===== config.mk =====
export PLATFORM = sky130hd
export DESIGN_NAME = uart_rx
export DESIGN_NICKNAME = d
export VERILOG_FILES = /design/src/rtl/uart_rx.sv
export SDC_FILE = /design/constraint.sdc
export NUM_CORES = 1
export LEC_CHECK = 0
export ABC_AREA = 1
export CORE_MARGIN = 8
export CORE_UTILIZATION = 40
export CTS_BUF_LIST = sky130_fd_sc_hd__clkbuf_8 sky130_fd_sc_hd__clkbuf_16
export CTS_CLUSTER_DIAMETER = 60
export DETAILED_ROUTE_END_ITERATION = 8
export GPL_TIMING_DRIVEN = 0
export MAX_ROUTING_LAYER = met4
export PLACE_DENSITY = 0.66
export REMOVE_ABC_BUFFERS = 1
export SYNTH_ARGS = -nofsm -noshare
export SYNTH_HDL_FRONTEND = slang
export SYNTH_SLANG_ARGS = --single-unit

===== constraint.sdc =====
create_clock -name clk_i -period 1.8 [get_ports clk_i]
set_clock_uncertainty 0.1 [all_clocks]
set_input_delay 0.27 -clock clk_i [delete_from_list [all_inputs] [get_ports clk_i]]
set_output_delay 0.27 -clock clk_i [all_outputs]
set_load 0.02 [all_outputs]

===== src/rtl/uart_rx.sv =====
// uart_rx: UART receiver (8N1 by default) with a small receive FIFO and a memory-mapped read port.
// Define UART_RX_PARITY_EN to expect an even-parity bit between the data bits and the stop bit.
module uart_rx #(
  parameter int  DW         = 8,
  parameter real CLOCK      = 100e6,
  parameter int  BAUD_RATE  = 9600,
  parameter int  FIFO_DEPTH = 4
) (
  input  logic        clk_i,
  input  logic        rst_i,
  input  logic        rx_i,
  input  logic        cs,
  input  logic        re,
  input  logic        addr_i,
  output logic [31:0] rdata_o,
  output logic        rx_avail_o
);

  localparam int CLKS_PER_BIT = $rtoi(CLOCK / BAUD_RATE);
  localparam int HALF_BIT     = CLKS_PER_BIT / 2;
  localparam int CW           = (CLKS_PER_BIT > 1) ? $clog2(CLKS_PER_BIT) : 1;
  localparam int IW           = (DW > 1) ? $clog2(DW) : 1;
  localparam int AW           = $clog2(FIFO_DEPTH);
  localparam int PW           = AW + 1;

  typedef enum logic [2:0] {
    S_IDLE,
    S_START,
    S_DATA,
`ifdef UART_RX_PARITY_EN
    S_PARITY,
`endif
    S_STOP
  } state_t;

  logic           r_sync1;
  logic           r_rxS;
  logic           r_rxPrev;
  state_t         r_state;
  state_t         w_nextState;
  logic [CW-1:0]  r_cnt;
  logic [IW-1:0]  r_bitIdx;
  logic [DW-1:0]  r_shift;
  logic           w_fall;
  logic           w_bitEnd;
  logic           w_cntClr;
  logic           w_sample;
  logic           w_push;
  logic           w_frameErrSet;
  logic           w_parityErr;

  logic [DW-1:0]  r_mem [FIFO_DEPTH];
  logic [AW:0]    r_wrPtr;
  logic [AW:0]    r_rdPtr;
  logic           w_empty;
  logic           w_full;
  logic           w_dataRead;
  logic           w_statRead;
  logic           w_pop;
  logic           w_doPush;
  logic           w_overrunSet;
  logic           r_overrun;
  logic           r_frameErr;

  // Two-flop synchronizer; preset high so reset never looks like a start bit.
  always_ff @(posedge clk_i or posedge rst_i) begin
    if (rst_i) begin
      r_sync1  <= 1'b1;
      r_rxS    <= 1'b1;
      r_rxPrev <= 1'b1;
    end else begin
      r_sync1  <= rx_i;
      r_rxS    <= r_sync1;
      r_rxPrev <= r_rxS;
    end
  end

  assign w_fall   = r_rxPrev & ~r_rxS;
  assign w_bitEnd = (r_cnt == CW'(CLKS_PER_BIT - 1));

  always_ff @(posedge clk_i or posedge rst_i) begin
    if (rst_i) begin
      r_state  <= S_IDLE;
      r_cnt    <= '0;
      r_bitIdx <= '0;
      r_shift  <= '0;
    end else begin
      r_state <= w_nextState;
      r_cnt   <= w_cntClr ? '0 : r_cnt + CW'(1);
      if (r_state == S_START)
        r_bitIdx <= '0;
      else if (w_sample)
        r_bitIdx <= r_bitIdx + IW'(1);
      if (w_sample)
        r_shift <= {r_rxS, r_shift[DW-1:1]};
    end
  end

`ifdef UART_RX_PARITY_EN
  logic w_parErrSet;
  logic r_parBad;
  logic r_parityErr;
`endif

  always_comb begin
    w_nextState   = r_state;
    w_cntClr      = 1'b0;
    w_sample      = 1'b0;
    w_push        = 1'b0;
    w_frameErrSet = 1'b0;
`ifdef UART_RX_PARITY_EN
    w_parErrSet   = 1'b0;
`endif
    case (r_state)
      S_IDLE: begin
        w_cntClr = 1'b1;
        if (w_fall)
          w_nextState = S_START;
      end
      S_START: begin
        if (r_cnt == CW'(HALF_BIT - 1)) begin
          w_cntClr    = 1'b1;
          w_nextState = r_rxS ? S_IDLE : S_DATA;
        end
      end
      S_DATA: begin
        if (w_bitEnd) begin
          w_cntClr = 1'b1;
          w_sample = 1'b1;
          if (r_bitIdx == IW'(DW - 1))
`ifdef UART_RX_PARITY_EN
            w_nextState = S_PARITY;
`else
            w_nextState = S_STOP;
`endif
        end
      end
`ifdef UART_RX_PARITY_EN
      S_PARITY: begin
        if (w_bitEnd) begin
          w_cntClr    = 1'b1;
          w_parErrSet = (r_rxS != ^r_shift);
          w_nextState = S_STOP;
        end
      end
`endif
      S_STOP: begin
        if (w_bitEnd) begin
          w_cntClr    = 1'b1;
          w_nextState = S_IDLE;
          if (r_rxS)
`ifdef UART_RX_PARITY_EN
            w_push = ~r_parBad;
`else
            w_push = 1'b1;
`endif
          else
            w_frameErrSet = 1'b1;
        end
      end
      default: w_nextState = S_IDLE;
    endcase
  end

`ifdef UART_RX_PARITY_EN
  // A bad parity bit poisons the frame until its stop bit decides whether to push.
  always_ff @(posedge clk_i or posedge rst_i) begin
    if (rst_i) begin
      r_parBad    <= 1'b0;
      r_parityErr <= 1'b0;
    end else begin
      if (r_state == S_PARITY && w_bitEnd)
        r_parBad <= w_parErrSet;
      r_parityErr <= w_parErrSet | (r_parityErr & ~w_statRead);
    end
  end

  assign w_parityErr = r_parityErr;
`else
  assign w_parityErr = 1'b0;
`endif

  assign w_empty      = (r_wrPtr == r_rdPtr);
  assign w_full       = (r_wrPtr[AW] != r_rdPtr[AW]) && (r_wrPtr[AW-1:0] == r_rdPtr[AW-1:0]);
  assign rx_avail_o   = ~w_empty;
  assign w_dataRead   = cs & re & ~addr_i;
  assign w_statRead   = cs & re & addr_i;
  assign w_pop        = w_dataRead & ~w_empty;
  assign w_doPush     = w_push & (~w_full | w_pop);
  assign w_overrunSet = w_push & w_full & ~w_pop;

  always_ff @(posedge clk_i) begin
    if (w_doPush)
      r_mem[r_wrPtr[AW-1:0]] <= r_shift;
  end

  // A status read clears the sticky errors, but an error raised on the same edge survives.
  always_ff @(posedge clk_i or posedge rst_i) begin
    if (rst_i) begin
      r_wrPtr    <= '0;
      r_rdPtr    <= '0;
      r_overrun  <= 1'b0;
      r_frameErr <= 1'b0;
      rdata_o    <= '0;
    end else begin
      if (w_doPush)
        r_wrPtr <= r_wrPtr + PW'(1);
      if (w_pop)
        r_rdPtr <= r_rdPtr + PW'(1);
      r_overrun  <= w_overrunSet | (r_overrun & ~w_statRead);
      r_frameErr <= w_frameErrSet | (r_frameErr & ~w_statRead);
      if (w_dataRead)
        rdata_o <= w_empty ? 32'd0 : {{(32-DW){1'b0}}, r_mem[r_rdPtr[AW-1:0]]};
      else if (w_statRead)
        rdata_o <= {27'd0, w_parityErr, r_frameErr, r_overrun, w_full, ~w_empty};
    end
  end

endmodule


# [Yosys cells after proc, flatten, opt, wreduce, memory -nomap -nowiden]
# Memory sizes are Yosys's and may differ from the RTL's.
# Cells that the tools add are included.
[totals] reg_bits=71 ramBits=32 input_bits=6 output_inout_bits=33 elab_cells=81 memories=1
[classes] addsub=4 eq_ne=14 muxes=25 bitwise_logic=19 reduce_logical=6
[mem_list] name="r_mem" words=4 width=8 read_ports=1 rd_clocked_by_memory_dff=0 write_ports=1 line="52" rtl="logic [DW-1:0] r_mem [FIFO_DEPTH];"
[ops] op="$mux 32" n=2
[ops] op="$mux 3" n=7
[ops] op="$add 14x1->14 const B" n=1
[ops] op="$eq 14x13->1 const B" n=1
[ops] op="$eq 14x14->1 const B" n=1
[ops] op="$mux 14" n=1
[ops] op="$pmux 3 s4" n=1
[ops] op="$mux 1" n=11
[ops] op="$and 1x1->1" n=10
[ops] op="$add 3x1->3 const B" n=3
[ops] op="$mux 8" n=1
[ops] op="$ne 2x2->1 const B" n=4
[ops] op="$eq 3x2->1 const B" n=2
[ops] op="$not 1->1" n=6
[ops] op="$reduce_and 5->1" n=1
[ops] op="$reduce_bool 2->1" n=2
[ops] op="$eq 3x1->1 const B" n=1
[ops] op="$eq 3x3->1" n=1
[ops] op="$eq 3x3->1 const B" n=1
[ops] op="$logic_not 3->1" n=1
[ops] op="$or 1x1->1" n=3
[ops] op="$pmux 1 s3" n=1
[ops] op="$eq 2x2->1" n=1
[ops] op="$mux 2" n=1
[ops] op="4 further kinds" n=4

# [Longest topological paths before layout]
[logic_depth] depth_word=7 ltp_mapped=11 mapped_depth_nobuf=10

# [Worst setup path before layout]
# OpenSTA, ideal clock, no wires.
[synth_timing] kind="flip-flop to flip-flop" from="reg r_cnt[0]" to="mem r_mem[0][0] (enable)" setup_ps=371 arrival_ps=1531 required_time_ps=1329 path_slack_ps=-202 path_stages_with_launch=8 path_buffers=0 synth_period_minus_slack_ps=2002 path_cell_list="dfrtp_1 ha_1 nand3_2 nor2_1 nand2_2 nor2_4 nand2_4 nor2_1"
[synth_via] elab_chain_cells=6
[synth_rtl] item="from (decl)" line="41" rtl="logic [CW-1:0] r_cnt;"
[synth_rtl] item="from (signal assigned)" line="89" rtl="r_cnt <= w_cntClr ? '0 : r_cnt + CW'(1);"
[synth_rtl] item="$eq 14x14->1" line="79" rtl="assign w_bitEnd = (r_cnt == CW'(CLKS_PER_BIT - 1));"
[synth_rtl] item="$mux 1" line="148" rtl="if (w_bitEnd) begin"
[synth_rtl] item="$mux 1" line="114" rtl="case (r_state)"
[synth_rtl] item="$and 1x1->1" line="189" rtl="assign w_doPush = w_push & (~w_full | w_pop);"
[synth_rtl] item="$mux 1" line="193" rtl="if (w_doPush)"
[synth_rtl] item="$mux 1 (implied by the code)" line="194" rtl="r_mem[r_wrPtr[AW-1:0]] <= r_shift;"
[synth_rtl] item="to (decl)" line="52"
# No other way between the ends.

# [Worst setup path in the final report]
[layout_timing] from="in re" to="mem r_mem[0][5] (enable)"
[layout_via] elab_chain_cells=7
[layout_rtl] item="from (decl)" line="13" rtl="input logic re,"
[layout_rtl] item="$and 1x1->1 (2 in series)" line="186" rtl="assign w_dataRead = cs & re & ~addr_i;"
[layout_rtl] item="$and 1x1->1" line="188" rtl="assign w_pop = w_dataRead & ~w_empty;"
[layout_rtl] item="$or 1x1->1" line="189"
[layout_rtl] item="$and 1x1->1" line="189"
[layout_rtl] item="$mux 1" line="193"
[layout_rtl] item="$mux 1 (implied by the code)" line="194"
# No other way between the ends.

==> metrics <==
post-synthesis sequential area ratio=a little under three fifths; Hold WC Path Type=input port to asynchronous set/reset pin; drt initial violations=182; required time of the critical path=about 1.8 ns; WS Path Type=input port to flip-flop; Die Height=~110 um; Antenna Violating Nets Remaining=0; Synth area leader=dfrtp_1; Placeable Area=between 9000 and 10000 um^2; slowest stage cell, crit path=clkdlybuf4s50_1; Port-buffer cells=14; startpoint types=input port; worst hold slack=0.0910 ns; DP Area=a little under 4000 um^2; Post-Synth Adder-Cell Area=2.98%; fin worst setup slack=-0.0190 ns; # diodes=0; Residual DRC=0; post-synth top area share=between 20 and 30%; XOR/XNOR Fraction of Synth Area=2.78%; WL per Instance=13.2 um; most frequent cell on the critical path=nor2_4; RSZ-0062 raised after global routing=true; CTS H-tree lvls=3; Fmax=550 MHz; # clock sinks=around 80; Post-synth EDFFs=32; CTS tree=yes; most numerous cell in the Yosys netlist=nand2_1; layout cells sized above 1=a little under a quarter; vias=2644; starting density of the core=between 40 and 50%; main combinational cell family by area after synthesis=simple AND/OR/NAND/NOR gates; crit-path max FO=6; Synth Cell Area=about 3800 um^2; Fin. Hold Viols=0; area delta synth->final=19.4%; Synth top cells by count=nand2_1 (90), nor2_1 (47), dfrtp_1 (43); I/O pins=39; status=complete, but fails checks; Die ar.=roughly 13000 um^2; P per Cell Area=between 1000 and 1500 nW/um^2; clk slew on worst S/H paths=0.10 ns; initial antenna violation count=0; failing checks=negative setup slack; worst path bufs/invs=4; Power Total=about 0.0049 W; top_reg_cell synth=dfrtp_1; first-pass GRT wire length=roughly 12000 um; mux contribution to synthesized area=0%; Detailed Place HPWL=4620 um; global-route usage over all layers=a little under an eighth; Chip Width=approximately 110 um; largest net degree at the start of global routing=32; GP Congestion=0.829; fin crit period=1.82 ns; synth unique cells=33; GR Overflow Total=0; fraction of registers with async set/reset=around three fifths; drt pass-1 iters=5; CP cell instances=clkdlybuf4s50_1, nand2_4, nor2_4, inv_1, nand2_1, nor2_4, inv_2, nand2_4, nor2_4, buf_12; vias per inst=around 4.7; Max Cap Violations=0; max incr delay on CP=approximately 0.5 ns; Top delay family on crit path=buffers and inverters; Synth Area in Compound Gates=between 5 and 6%; Num CTS Buffers=9; Avg Inst Size Synth=approximately 9.5 um^2; P_leak=2.07 nW; NumNets Final=roughly 460; CP arrival=about 1.8 ns; Root Buffer=clkbuf_8; DRT Wirelength=about 7400 um; dominant cells by area after synthesis=dfrtp_1 (28%), edfxtp_1 (25%), nand2_1 (8.9%); max-slew violations=0; worst skew pair latency=0.35 ns; Final Cell Area=between 4000 and 5000 um^2; maximum vdd ir drop=approximately 0.41 mV; clk buf depth=2; Yosys reg bits=approximately 80; Syn Inst Count=397; endpoint class of the critical path=flip-flop; number of core rows=35; number of global-route vias before repair=2463; Final setup viols=7; Simple-Gate Fraction of Synth Area=between 20% and 30%; Final Cycle Share=101%; synth warn=0
-- per-stage QoR --
| stage | utilization (%) | worst slack (ns) | std cells | TNS (ns) |
|---|---|---|---|---|
| finish | 49.1 | -0.0190 | 559 | -0.110 |
| floorplan | - | -0.210 | 389 | -6.72 |
| global route | 49.1 | -0.0714 | 559 | -1.15 |
| global placement | 42.5 | -1.07 | 514 | -62.24 |
| CTS | 47.4 | 0.00267 | 546 | 0 |
| detailed placement | 42.7 | -1.11 | 515 | -37.21 |
-- final timing paths --
kind                             from          end  slack (ns)  depth (start not counted)
hold / removal                  rst_i   r_wrPtr[2]        0.09                          2
setup / recovery                   re  r_mem[0][5]       -0.02                         10
min in group clk_i               rx_i      r_sync1        0.23                          1
hold reg to reg               r_sync1        r_rxS        0.26                          0
max in group asynchronous       rst_i      r_sync1        0.95                          3
setup reg to reg           r_rdPtr[0]  r_mem[0][5]           0                         10
-- flip-flops by register name (all words and copies together), names as in the netlist, 2 cells and up --
signal    flops
r_state       2
r_bitIdx      3
r_cnt        14
r_wrPtr       3
r_shift       8
r_rdPtr       3
rdata_o       8
r_mem        32
-- power by group --
| part | switching [W] | internal (W) |
|---|---|---|
| logic | 0.000902 | 0.000616 |
| clock network | 0.000706 | 0.000531 |
| registers | 0.000146 | 0.00197 |
| total | 0.00175 | 0.00312 |
-- repair_timing --
action,in CTS,in global routing
setup buffers,15,12
pin swaps,12,11
endpoints found under the setup margin,57,54
hold buffers,0,0
resized for setup,31,22
gates cloned,0,1
-- routing by layer --
metal | GRT usage, % | part of all wire, %
met5 | - | 0
met3 | 4.05 | 6.6
met4 | 3.37 | 1.7
met2 | 19.8 | 51
met1 | 13.0 | 41
-- logic make-up after synthesis --
group | after synthesis
AOI/OAI and AO/OA | 38
xor gates and xnor gates | 12
adders and majority gates | 9
buffers and inverters | 70
DFF | 78
other | 1
and+or+nand+nor | 189
-- area by class of cell --
cell class / count / area (um^2)
clock buffer: 9 / 124
clock inverter: 7 / 63.8
fill: 832 / 4680
inverter: 39 / 168
multi-input combinational: 272 / 1470
sequential: 78 / 2130
tap: 111 / 139
timing repair buffer: 42 / 418
timing repair inverter: 1 / 5.00
-- cells in the final DEF, fill, tap and decap left out, drive strengths merged --
master	n
a21oi	9
clkinvlp	4
inv	40
conb	24
clkbuf	9
dfstp	3
clkinv	3
ha	9
buf	29
nor3	1
xnor2	2
nand4	5
xor2	10
dfrtp	43
o21bai	1
edfxtp	32
nand3b	1
o22a	4
o31ai	1
nand3	20
clkdlybuf4s50	13
nand2	99
o21ai	23
nor2	63
Power figures use the tool's default switching activity.
